File: src/rtl/gpio32_edge_irq_wb_pkg.sv
// Shared register map, default synchroniser depth and byte-lane helper for the
// GPIO pad-side edge/interrupt block.
package gpio32_edge_irq_wb_pkg;

  localparam int SYNC_STAGES_DEF = 2;

  localparam logic [7:0] IRQ_SYNC   = 8'h00;
  localparam logic [7:0] IRQ_RISE   = 8'h04;
  localparam logic [7:0] IRQ_FALL   = 8'h08;
  localparam logic [7:0] IRQ_STATUS = 8'h0c;
  localparam logic [7:0] IRQ_MASK   = 8'h10;

  // Expand the four Wishbone byte selects into a 32-bit bit mask.
  function automatic logic [31:0] lane_mask(input logic [3:0] sel);
    logic [31:0] m;
    m = '0;
    for (int k = 0; k < 4; k++) begin
      m[8*k +: 8] = {8{sel[k]}};
    end
    return m;
  endfunction

endpackage

File: src/rtl/gpio32_edge_irq_wb_sync.sv
// Plain WIDTH-bit flop-chain synchroniser, STAGES deep, cleared by reset.
module gpio_sync #(
  parameter int WIDTH  = 32,
  parameter int STAGES = 2
) (
  input  logic             clk,
  input  logic             rst,
  input  logic [WIDTH-1:0] d,
  output logic [WIDTH-1:0] q
);

  logic [WIDTH-1:0] stage_p [STAGES];

  always_ff @(posedge clk) begin
    if (rst) begin
      for (int i = 0; i < STAGES; i++) stage_p[i] <= '0;
    end else begin
      stage_p[0] <= d;
      for (int i = 1; i < STAGES; i++) stage_p[i] <= stage_p[i-1];
    end
  end

  assign q = stage_p[STAGES-1];

endmodule

File: src/rtl/gpio32_edge_irq_wb.sv
// Pad input stage: synchronises 32 pads, latches enabled edges into sticky
// status and raises a masked level interrupt; configured over Wishbone.
module gpio32_edge_irq_wb
  import gpio32_edge_irq_wb_pkg::*;
#(
  parameter int SYNC_STAGES = SYNC_STAGES_DEF
) (
  input  logic        wb_clk_i,
  input  logic        wb_rst_i,
  input  logic [31:0] wb_dat_i,
  input  logic [31:0] wb_adr_i,
  input  logic [3:0]  wb_sel_i,
  input  logic        wb_cyc_i,
  input  logic        wb_stb_i,
  input  logic        wb_we_i,
  output logic [31:0] wb_dat_o,
  output logic        wb_ack_o,
  input  logic [31:0] pad_in,
  output logic [31:0] gpio_in_sync,
  output logic        irq
);

  localparam int ARM_W = $clog2(SYNC_STAGES + 2);
  localparam logic [ARM_W-1:0] ARM_INIT = ARM_W'(SYNC_STAGES + 1);

  logic [31:0] prev_p1;
  logic [31:0] rise_en, fall_en, status, mask;
  logic [ARM_W-1:0] arm_cnt;

  logic        valid, access, wr;
  logic [7:0]  adr;
  logic [31:0] bmask, w1c, rise, fall, rdata;
  logic        unused_adr;

  assign unused_adr = ^wb_adr_i[31:8];

  gpio_sync #(
    .WIDTH  (32),
    .STAGES (SYNC_STAGES)
  ) u_sync (
    .clk (wb_clk_i),
    .rst (wb_rst_i),
    .d   (pad_in),
    .q   (gpio_in_sync)
  );

  always_comb begin
    valid  = wb_cyc_i & wb_stb_i;
    access = valid & ~wb_ack_o;
    wr     = access & wb_we_i;
    adr    = wb_adr_i[7:0];
    bmask  = lane_mask(wb_sel_i);
    w1c    = (wr && adr == IRQ_STATUS) ? (wb_dat_i & bmask) : '0;
    // Edges are held off until the synchroniser and prev hold settled pad data.
    if (arm_cnt != '0) begin
      rise = '0;
      fall = '0;
    end else begin
      rise = gpio_in_sync & ~prev_p1 & rise_en;
      fall = ~gpio_in_sync & prev_p1 & fall_en;
    end
    case (adr)
      IRQ_SYNC:   rdata = gpio_in_sync;
      IRQ_RISE:   rdata = rise_en;
      IRQ_FALL:   rdata = fall_en;
      IRQ_STATUS: rdata = status;
      IRQ_MASK:   rdata = mask;
      default:    rdata = '0;
    endcase
  end

  // Edge-capture stage: prev, arming, sticky status (set wins over W1C), irq
  always_ff @(posedge wb_clk_i) begin
    if (wb_rst_i) begin
      prev_p1 <= '0;
      arm_cnt <= ARM_INIT;
      status  <= '0;
      irq     <= 1'b0;
    end else begin
      prev_p1 <= gpio_in_sync;
      if (arm_cnt != '0) arm_cnt <= arm_cnt - 1'b1;
      status  <= (status & ~w1c) | rise | fall;
      irq     <= |(status & mask);
    end
  end

  // Bus stage: one wait state per access, register writes and read data
  always_ff @(posedge wb_clk_i) begin
    if (wb_rst_i) begin
      wb_ack_o <= 1'b0;
      wb_dat_o <= '0;
      rise_en  <= '0;
      fall_en  <= '0;
      mask     <= '0;
    end else begin
      wb_ack_o <= access;
      wb_dat_o <= (access & ~wb_we_i) ? rdata : '0;
      if (wr) begin
        case (adr)
          IRQ_RISE: rise_en <= (rise_en & ~bmask) | (wb_dat_i & bmask);
          IRQ_FALL: fall_en <= (fall_en & ~bmask) | (wb_dat_i & bmask);
          IRQ_MASK: mask    <= (mask & ~bmask) | (wb_dat_i & bmask);
          default: ;
        endcase
      end
    end
  end

endmodule

File: config.mk
export PLATFORM = sky130hd
export DESIGN_NAME = gpio32_edge_irq_wb
export DESIGN_NICKNAME = d
export VERILOG_FILES = /design/src/rtl/gpio32_edge_irq_wb_pkg.sv /design/src/rtl/gpio32_edge_irq_wb_sync.sv /design/src/rtl/gpio32_edge_irq_wb.sv
export SDC_FILE = /design/constraint.sdc
export NUM_CORES = 1
export LEC_CHECK = 0
export ABC_AREA = 1
export CORE_ASPECT_RATIO = 0.7
export CORE_MARGIN = 2
export CORE_UTILIZATION = 58
export DETAILED_ROUTE_END_ITERATION = 7
export DONT_BUFFER_PORTS = 1
export PLACE_DENSITY = 0.83
export SLEW_MARGIN = 20
export SYNTH_ARGS = -nofsm -noshare
export SYNTH_HDL_FRONTEND = slang
export SYNTH_SLANG_ARGS = --single-unit
File: constraint.sdc
create_clock -name wb_clk_i -period 1.5 [get_ports wb_clk_i]
set_input_delay 0.225 -clock wb_clk_i [delete_from_list [all_inputs] [get_ports wb_clk_i]]
set_output_delay 0.225 -clock wb_clk_i [all_outputs]
set_load 0.05 [all_outputs]
After elaboration in Yosys (flattened, before gate mapping)
Memory sizes are Yosys's and may differ from the RTL's.
Index checks and enable logic that the tools add are counted.
- word-level logic and storage cells: 60
- flip-flop bits (word level): 196
- memory bits (writable): 64
- input port bits: 105
- memories kept: 1
- output and inout bits: 66
- memory list (memory ; words ; bits a word ; read ports ; clocked after Yosys merged registers in ; wr ports ; line ; text):
    u_sync.stage_p ; 2 ; 32 ; 2 ; 0 ; 2 ; gpio32_edge_irq_wb_sync.sv:12 ; logic [WIDTH-1:0] stage_p [STAGES];
- eq/ne operators: 4
- add/sub/neg operators: 1
- bitwise operators: 28
- multiplexer cells: 9
- reduce and logical (&&, ||, !) cells: 8
- operator list (operator ; number):
    bitwise AND 32 bit ; 10
    two-way mux 32 bit ; 5
    OR 32 bit ; 5
    one-hot mux 32 bit (5 select lines) ; 1
    inverter 32 bit ; 4
    OR reduction 32 bit ; 1
    == test 8 x 4 -> 1 bit, second input constant ; 2
    == test 8 x 3 -> 1 bit, second input constant ; 1
    == test 8 x 5 -> 1 bit, second input constant ; 1
    logical NOT 8 bit ; 1
    AND reduction 2 bit ; 3
    bitwise AND 1 bit ; 4
    two-way mux 1 bit ; 3
    inverter 1 bit ; 3
    OR 1 bit ; 2
    nonzero test 2 bit ; 1
    OR reduction 2 bit ; 1
    subtractor 2 x 1 -> 2 bit, second input constant ; 1
    logical AND 1 bit ; 1

Longest topological paths before layout
Gate-level depths: netlist of run 1.
- word-level depth: 9
- mapped depth: 9
- mapped depth without buffers: 7

By module
Synthesis of run 1 repeated with hierarchy kept, for this count alone.
- cells, all modules: 1854
- area total of the unflattened synthesis: 12115.4 µm²
- modules (own cells, without submodules) (module ; area each (µm²) ; cells an instance ; seq. area each (µm²) ; times used):
    gpio32_edge_irq_wb ; 10034.6 ; 1623 ; 3923.8 ; 1
    gpio_sync ; 2080.7 ; 231 ; 1281.2 ; 1

Least setup slack after synthesis of run 1
Ideal clock, no wire load.
- path type: reg2reg
- start point: reg wb_ack_o
- end point: reg with a tool-made name
- setup time: 0.110 ns
- buffers on the path: 2
- setup slack: -0.212 ns
- stages on the path, launching flop included: 8
- period minus slack after synthesis: 1.712 ns
- required time: 1.390 ns
- arrival: 1.602 ns
- cell sequence: dfxtp_1 > nand3b_1 > nor2_1 > buf_2 > clkbuf_1 > nand4_1 > nand2_1 > nor2_1
- RTL lines (item ; line ; text):
    start: declaration ; gpio32_edge_irq_wb.sv:17 ; output logic wb_ack_o,
    start signal: assignment ; gpio32_edge_irq_wb.sv:96 ; wb_ack_o <= access;

==> qor.txt, run 1 <==
Pin count of the biggest net entering global routing - 69
Grt peak-use layer - met2
Static leakage power - 0.00696 uW
Power Dens Cells - 965 nW/um^2
Most area-consuming cells after synthesis - dfxtp_1 43%, nand2_1 15%, inv_1 10%
Worst Max-Slew Pin Slew - 1.10 ns
RSZ-0062 raised after global routing - yes
H-tree depth - 1
Setup ws final - -0.105 ns
# fillers - 1521
Total power - 14800 uW
Worst-skew pair later-pin latency - 0.54 ns
Final nets - 2097
M3 GR Usage - 6.36%
Met1 Track Usage GR - 41.4%
Post-Syn Area - 12200 um^2
Worst path max stage delay - 1.24 ns
Initial antenna violation count - 1
Syn Inst Count - 1855
Worst Reg-to-Reg Cells - 6
Post-synth cell types - 25
Initial Utilization - 58.9%
Crit path launch - wb_sel_i[0]
Vias in the first global route - 11600
Row cnt - 44
Final wirelength - 36.7 mm
Max_cap viols - 0
Global route overflow - 0
Commonest non-fill, non-tap cell in the layout - nand2_1
FF+latch count, synth - 260
Max Slew Vio Count - 0
Synthesized Nets - 1961
Critical path cell sequence - dlygate4sd3_1, nand3_4, nand2_2, inv_1, nor2_1
Die Footprint - 22200 um^2
CP delay by family, top - buffers and inverters
Worst-path fanout max - 25
Core area - 20600 um^2
Share of cells above drive strength 1 - 11.4%
Failing checks - negative hold slack, negative setup slack
Worst EP required - 1.96 ns
Total negative slack - -3.16 ns
Fmax - 0.623 GHz
Avg Cell Area, Syn - 6.56 um^2
TritonCTS Buffers - 25
Worst clock skew - 0.0174 ns
Worst Path Buf+Inv - 2
First-pass GRT wire length - 57.5 mm
Reg-to-reg endpoint - wb_dat_o[27]
Initial DRC Count - 1400
Routability cong. - 0.870
Final hold slack - -0.0227 ns
Sequential fraction of the synthesis area - 42.8%
Worst hold path type - primary input to flop
Period Utilization, post-route - 107%
Drt wl/cell - 16.1 um
Met2 usage - 50.9%
Data arrival, critical path - 2.06 ns
1st-pass router iterations - 6
Final setup fails - 88
CP Class - primary input to flop
Tmin final - 1.60 ns
Residual DRC - 0
R2R setup slack - -0.09 ns
Pre-CTS setup slack - -0.0911 ns
DIE WIDTH - 177 um
Cell taking the most area after synthesis - dfxtp_1
CP endpoint kind - flop
HPWL after DPL - 21.5 mm
Clock Path Buffers - 3
Outcome - complete, but fails checks
Detail-routed via count per cell - 5.45
Port bufs - 0
Clk sinks - 260
Hold_sp - wb_dat_i[15]
Max IR drop VDD - 0.812 mV
Area grow syn2layout - 25.8%
Commonest non-fill, non-tap cells in the layout - 490 x nand2_1, 327 x inv_1, 259 x dfxtp_1, 236 x nor2_1, 113 x dlygate4sd3_1
Worst path slowest cell - dlygate4sd3_1
Synth top area share - 42.8%
All-layer global routing usage - 31.8%
TritonCTS clock tree - yes
Die height - 125 um
Vias - 12500
Synthesis Warnings - 0
Worst setup SP type - primary input
Clk slew on worst S/H paths - 0.06 ns
Hold path depth - 4
DRT antenna net count - 0
Worst rel slew slack - 26.7%
Hold Vio Cnt, Final - 7
I/O Pins - 171
Origin of the critical flop-to-flop path - wb_ack_o
Clock Tree Root - clkbuf_16
## Yosys cell counts
cell type / n
nand2_2: 2
nor3_1: 1
inv_1: 331
buf_6: 3
dfxtp_1: 260
nand3b_1: 33
nand3_2: 4
nand4_1: 97
clkinv_1: 1
o21ai_0: 34
nand3_4: 4
a21oi_1: 100
inv_2: 2
buf_2: 30
clkbuf_1: 53
nor2_1: 244
ha_1: 1
buf_1: 14
buf_4: 32
nor3_4: 1
nand2_1: 501
nor3_2: 2
nand3_1: 103
nor2_2: 1
o211ai_1: 1
## kinds of logic (layout without fill, tap and decap cells)
logic type	count (synthesis)	after routing	share of synthesized area, %
AO/OA/AOI/OAI	135	135	5.58
adder cells (fa/ha/maj)	1	1	0.103
buffers and inverters	466	619	15.9
flip-flops	260	260	42.8
other	0	1	0
AND/OR/NAND/NOR	993	993	35.7
## routing by layer
layer	wire [um]	vias to the layer above
met3	4050	154
met2	16200	750
li1	-	5910
met1	14800	5649
met5	0	-
met4	1720	0
## stage by stage
step | area (um^2) | cells | util, %
2_1_floorplan | 12200 | 1855 | -
3_3_place_gp | 13000 | 2118 | 63.0
3_5_place_dp | 13000 | 2118 | 63.0
4_1_cts | 15000 | 2273 | 72.7
5_1_grt | 15300 | 2285 | 74.1
6_report | 15300 | 2285 | 74.1
## worst min-delay path: stages
cell,delay [ns]
inv_1,0.04
nand4_1,0.08
nand2_1,0.05
nor2_1,0.07
## area by class of cell
class                      instances  area, um^2  area share [%]
clock buffer                      34         699            4.57
clock inverter                    10         128           0.834
multi-input combinational       1129        5210            34.0
inverter                         334        1250            8.20
antenna                            1        2.50          0.0164
tap                              276         345            2.26
sequential                       260        5210            34.0
timing repair buffer             241        2460            16.1
## worst max path at each step
stage,to,slack [ns],cells past startpoint
floorplan,flop,0.006,7
global placement,wb_dat_o[29],-0.06,6
detailed placement,flop,-0.09,9
CTS,flop,-0.06,8
global route,flop,-0.19,8
finish,flop,-0.10,5
## timing repair
item | CTS | global route
hold buffers | 111 | 4
buffers inserted | 0 | 5
gates resized for setup | 9 | 47
endpoints found under the hold margin | 228 | 25
setup endpoints to repair | 69 | 131
pin swaps | 1 | 5
cloned | 0 | 2
## report_power, final
group | switching [uW] | internal, uW | leakage (uW)
logic | 703 | 471 | 0.00444
registers | 82.5 | 7030 | 0.00211
clock network | 2710 | 3770 | 0.000409
Power figures use the tool's default switching activity.
==> run 2: changes to the inputs <==
- ABC_AREA: 1 -> default
- CORE_UTILIZATION: 58 -> 57
- PLACE_DENSITY: 0.83 -> 0.82
==> run 2 against run 1 <==
Against the previous run: total power is 2.3% lower; die area down 11%; largest power group unchanged; sequential cell count unchanged; non-clock buffer count shrank 59; setup slack got worse by 0.018 ns; highest routed layer unchanged; the run ends with design-rule violations, negative hold slack, negative setup slack left.
==> qor.txt, run 2 <==
Outcome - complete, but fails checks
Failing checks - design-rule violations, negative hold slack, negative setup slack
Worst hold path type - primary input to flop
H-tree depth - 1
Period Utilization, post-route - 108%
Commonest non-fill, non-tap cells in the layout - 259 x dfxtp_1, 128 x nor2_1, 125 x mux2i_1, 100 x dlygate4sd3_1, 97 x nor2b_1
M3 GR Usage - 8.24%
Residual DRC - 4
Synth top cells by count - 260 x dfxtp_1, 129 x mux2i_1, 129 x nor2_1
R2R setup slack - -0.12 ns
Clock Path Buffers - 3
Post-Syn Area - 10600 um^2
Worst EP required - 1.88 ns
Ant. Diodes - 0
Worst clock skew - 0.0108 ns
Max_cap viols - 0
Fmax - 0.616 GHz
Share of cells above drive strength 1 - 14.3%
Clk sinks - 260
Sequential fraction of the synthesis area - 49.0%
Syn Inst Count - 1078
Initial antenna violation count - 0
Initial Utilization - 58.6%
Setup ws final - -0.123 ns
Synthesis Warnings - 0
Hold_sp - wb_rst_i
Synthesized Nets - 1184
Vias in the first global route - 8632
Static leakage power - 0.00533 uW
CP Class - flop to flop
Total negative slack - -2.14 ns
Clk slew on worst S/H paths - 0.06 ns
Drt wl/cell - 20.4 um
HPWL after DPL - 17.8 mm
TritonCTS clock tree - yes
Core area - 18100 um^2
Max Slew Vio Count - 0
Hold Vio Cnt, Final - 128
Tmin final - 1.62 ns
Final setup fails - 69
Worst rel slew slack - 62.7%
I/O Pins - 171
Detail-routed via count per cell - 6.12
Worst-skew pair later-pin latency - 0.52 ns
Final wirelength - 29.3 mm
Worst Max-Slew Pin Slew - 0.559 ns
Max IR drop VDD - 0.945 mV
Worst setup SP type - flop
Port bufs - 0
FF+latch count, synth - 260
Post-synth cell types - 39
1st-pass router iterations - 8
Most area-consuming cells after synthesis - dfxtp_1 49%, mux2i_1 12%, nor2b_1 5.8%
Origin of the critical flop-to-flop path - wb_ack_o
Pre-CTS setup slack - -0.0657 ns
Hold-fix buffers, CTS - 100
All-layer global routing usage - 28.6%
Data arrival, critical path - 2.01 ns
Total power - 14400 uW
Final nets - 1288
Most common cell in the netlist - dfxtp_1
Final hold slack - -0.186 ns
Cell taking the most area after synthesis - dfxtp_1
Met2 usage - 44.9%
RSZ-0062 raised after global routing - yes
DRT antenna net count - 0
Commonest non-fill, non-tap cell in the layout - dfxtp_1
Synth Flop Type - dfxtp_1
Vias - 8798
Area grow syn2layout - 23.0%
First-pass GRT wire length - 46.0 mm
Power Dens Cells - 1100 nW/um^2
Avg Cell Area, Syn - 9.85 um^2
Global route overflow - 0
TritonCTS Buffers - 25
Die Footprint - 19700 um^2
Synth top area share - 49.0%
Post-synth EDFFs - 0
Initial DRC Count - 1229
Routability cong. - 0.850
CP endpoint kind - flop
Worst-path fanout max - 12
Clock Tree Root - clkbuf_16
Worst Reg-to-Reg Cells - 6
DIE WIDTH - 167 um
Met1 Track Usage GR - 37.2%
Pin count of the biggest net entering global routing - 229
Row cnt - 41
Async S/R FF share, synth - 0%
Grt peak-use layer - met2
Hold path depth - 1
Die height - 118 um
-- run 2: changes by cell type in the layout (fill, tap and decap cells not counted), moves of 48 or more --
cell,before,now
nand2_1,490,65
nor2b_1,0,97
nand4_1,97,4
inv_1,327,2
mux2i_1,0,125
nor2_1,236,128
nand3_1,103,33
a21oi_1,79,31
-- run 2: cell families after synthesis --
family	after synthesis	share of synthesized area, %
buffers and inverters	107	5.89
AND/OR/NAND/NOR	403	21.3
adder cells (fa/ha/maj)	1	0.118
XOR/XNOR	1	0.0825
multiplexers	129	12.2
flip-flops	260	49.0
AO/OA/AOI/OAI	177	11.4
-- run 2: layout make-up --
type | count | area [um^2]
timing repair buffer | 182 | 1780
inverter | 2 | 7.51
multi-input combinational | 711 | 4890
tap | 236 | 295
fill | 1263 | 5050
sequential | 260 | 5210
clock buffer | 35 | 733
clock inverter | 11 | 143
-- run 2: critical path, cell delays in order (launching register included) --
cell	delay, ns
dfxtp_4	0.34
and4b_1	0.29
buf_12	0.15
buf_4	0.13
nand4_4	0.21
mux2i_1	0.27
nor2_1	0.08
-- run 2: stage by stage --
step	instances	area, um^2	util, %	hold slack (ns)
after floorplan	1078	10600	-	0.303
after global placement	1284	11000	60.7	0.313
after detailed placement	1284	11000	60.7	0.312
after CTS	1437	12900	71.5	-0.232
after global routing	1437	13100	72.1	-0.203
final	1437	13100	72.1	-0.186
-- run 2: worst max path at each step --
stage	start	endpoint	slack (ns)	depth (start not counted)
final	wb_ack_o	flop	-0.12	6
after global routing	wb_ack_o	status[10]	-0.13	5
after CTS	wb_ack_o	flop	-0.05	6
after detailed placement	wb_adr_i[5]	flop	-0.07	6
after global placement	wb_adr_i[5]	flop	-0.02	6
after floorplan	wb_ack_o	status[0]	-0.03	6
-- run 2: what timing repair did --
item | CTS | global route
setup buffers | 7 | 0
endpoints found under the setup margin | 61 | 111
gates resized for setup | 16 | 28
hold endpoints to repair | 229 | 131
-- run 2: layer usage --
layer / share of wire (%) / vias to the layer above
met5: 0 / -
met4: 3.7 / 0
met3: 12 / 100
met2: 45 / 563
met1: 39 / 4133
li1: - / 4002
-- run 2: power by group --
| part | leakage (uW) | switching (uW) | internal, uW |
|---|---|---|---|
| combinational | 0.00279 | 373 | 382 |
| sequential | 0.00211 | 66.2 | 7020 |
| clock | 0.000429 | 2640 | 3940 |
| total | 0.00533 | 3080 | 11300 |
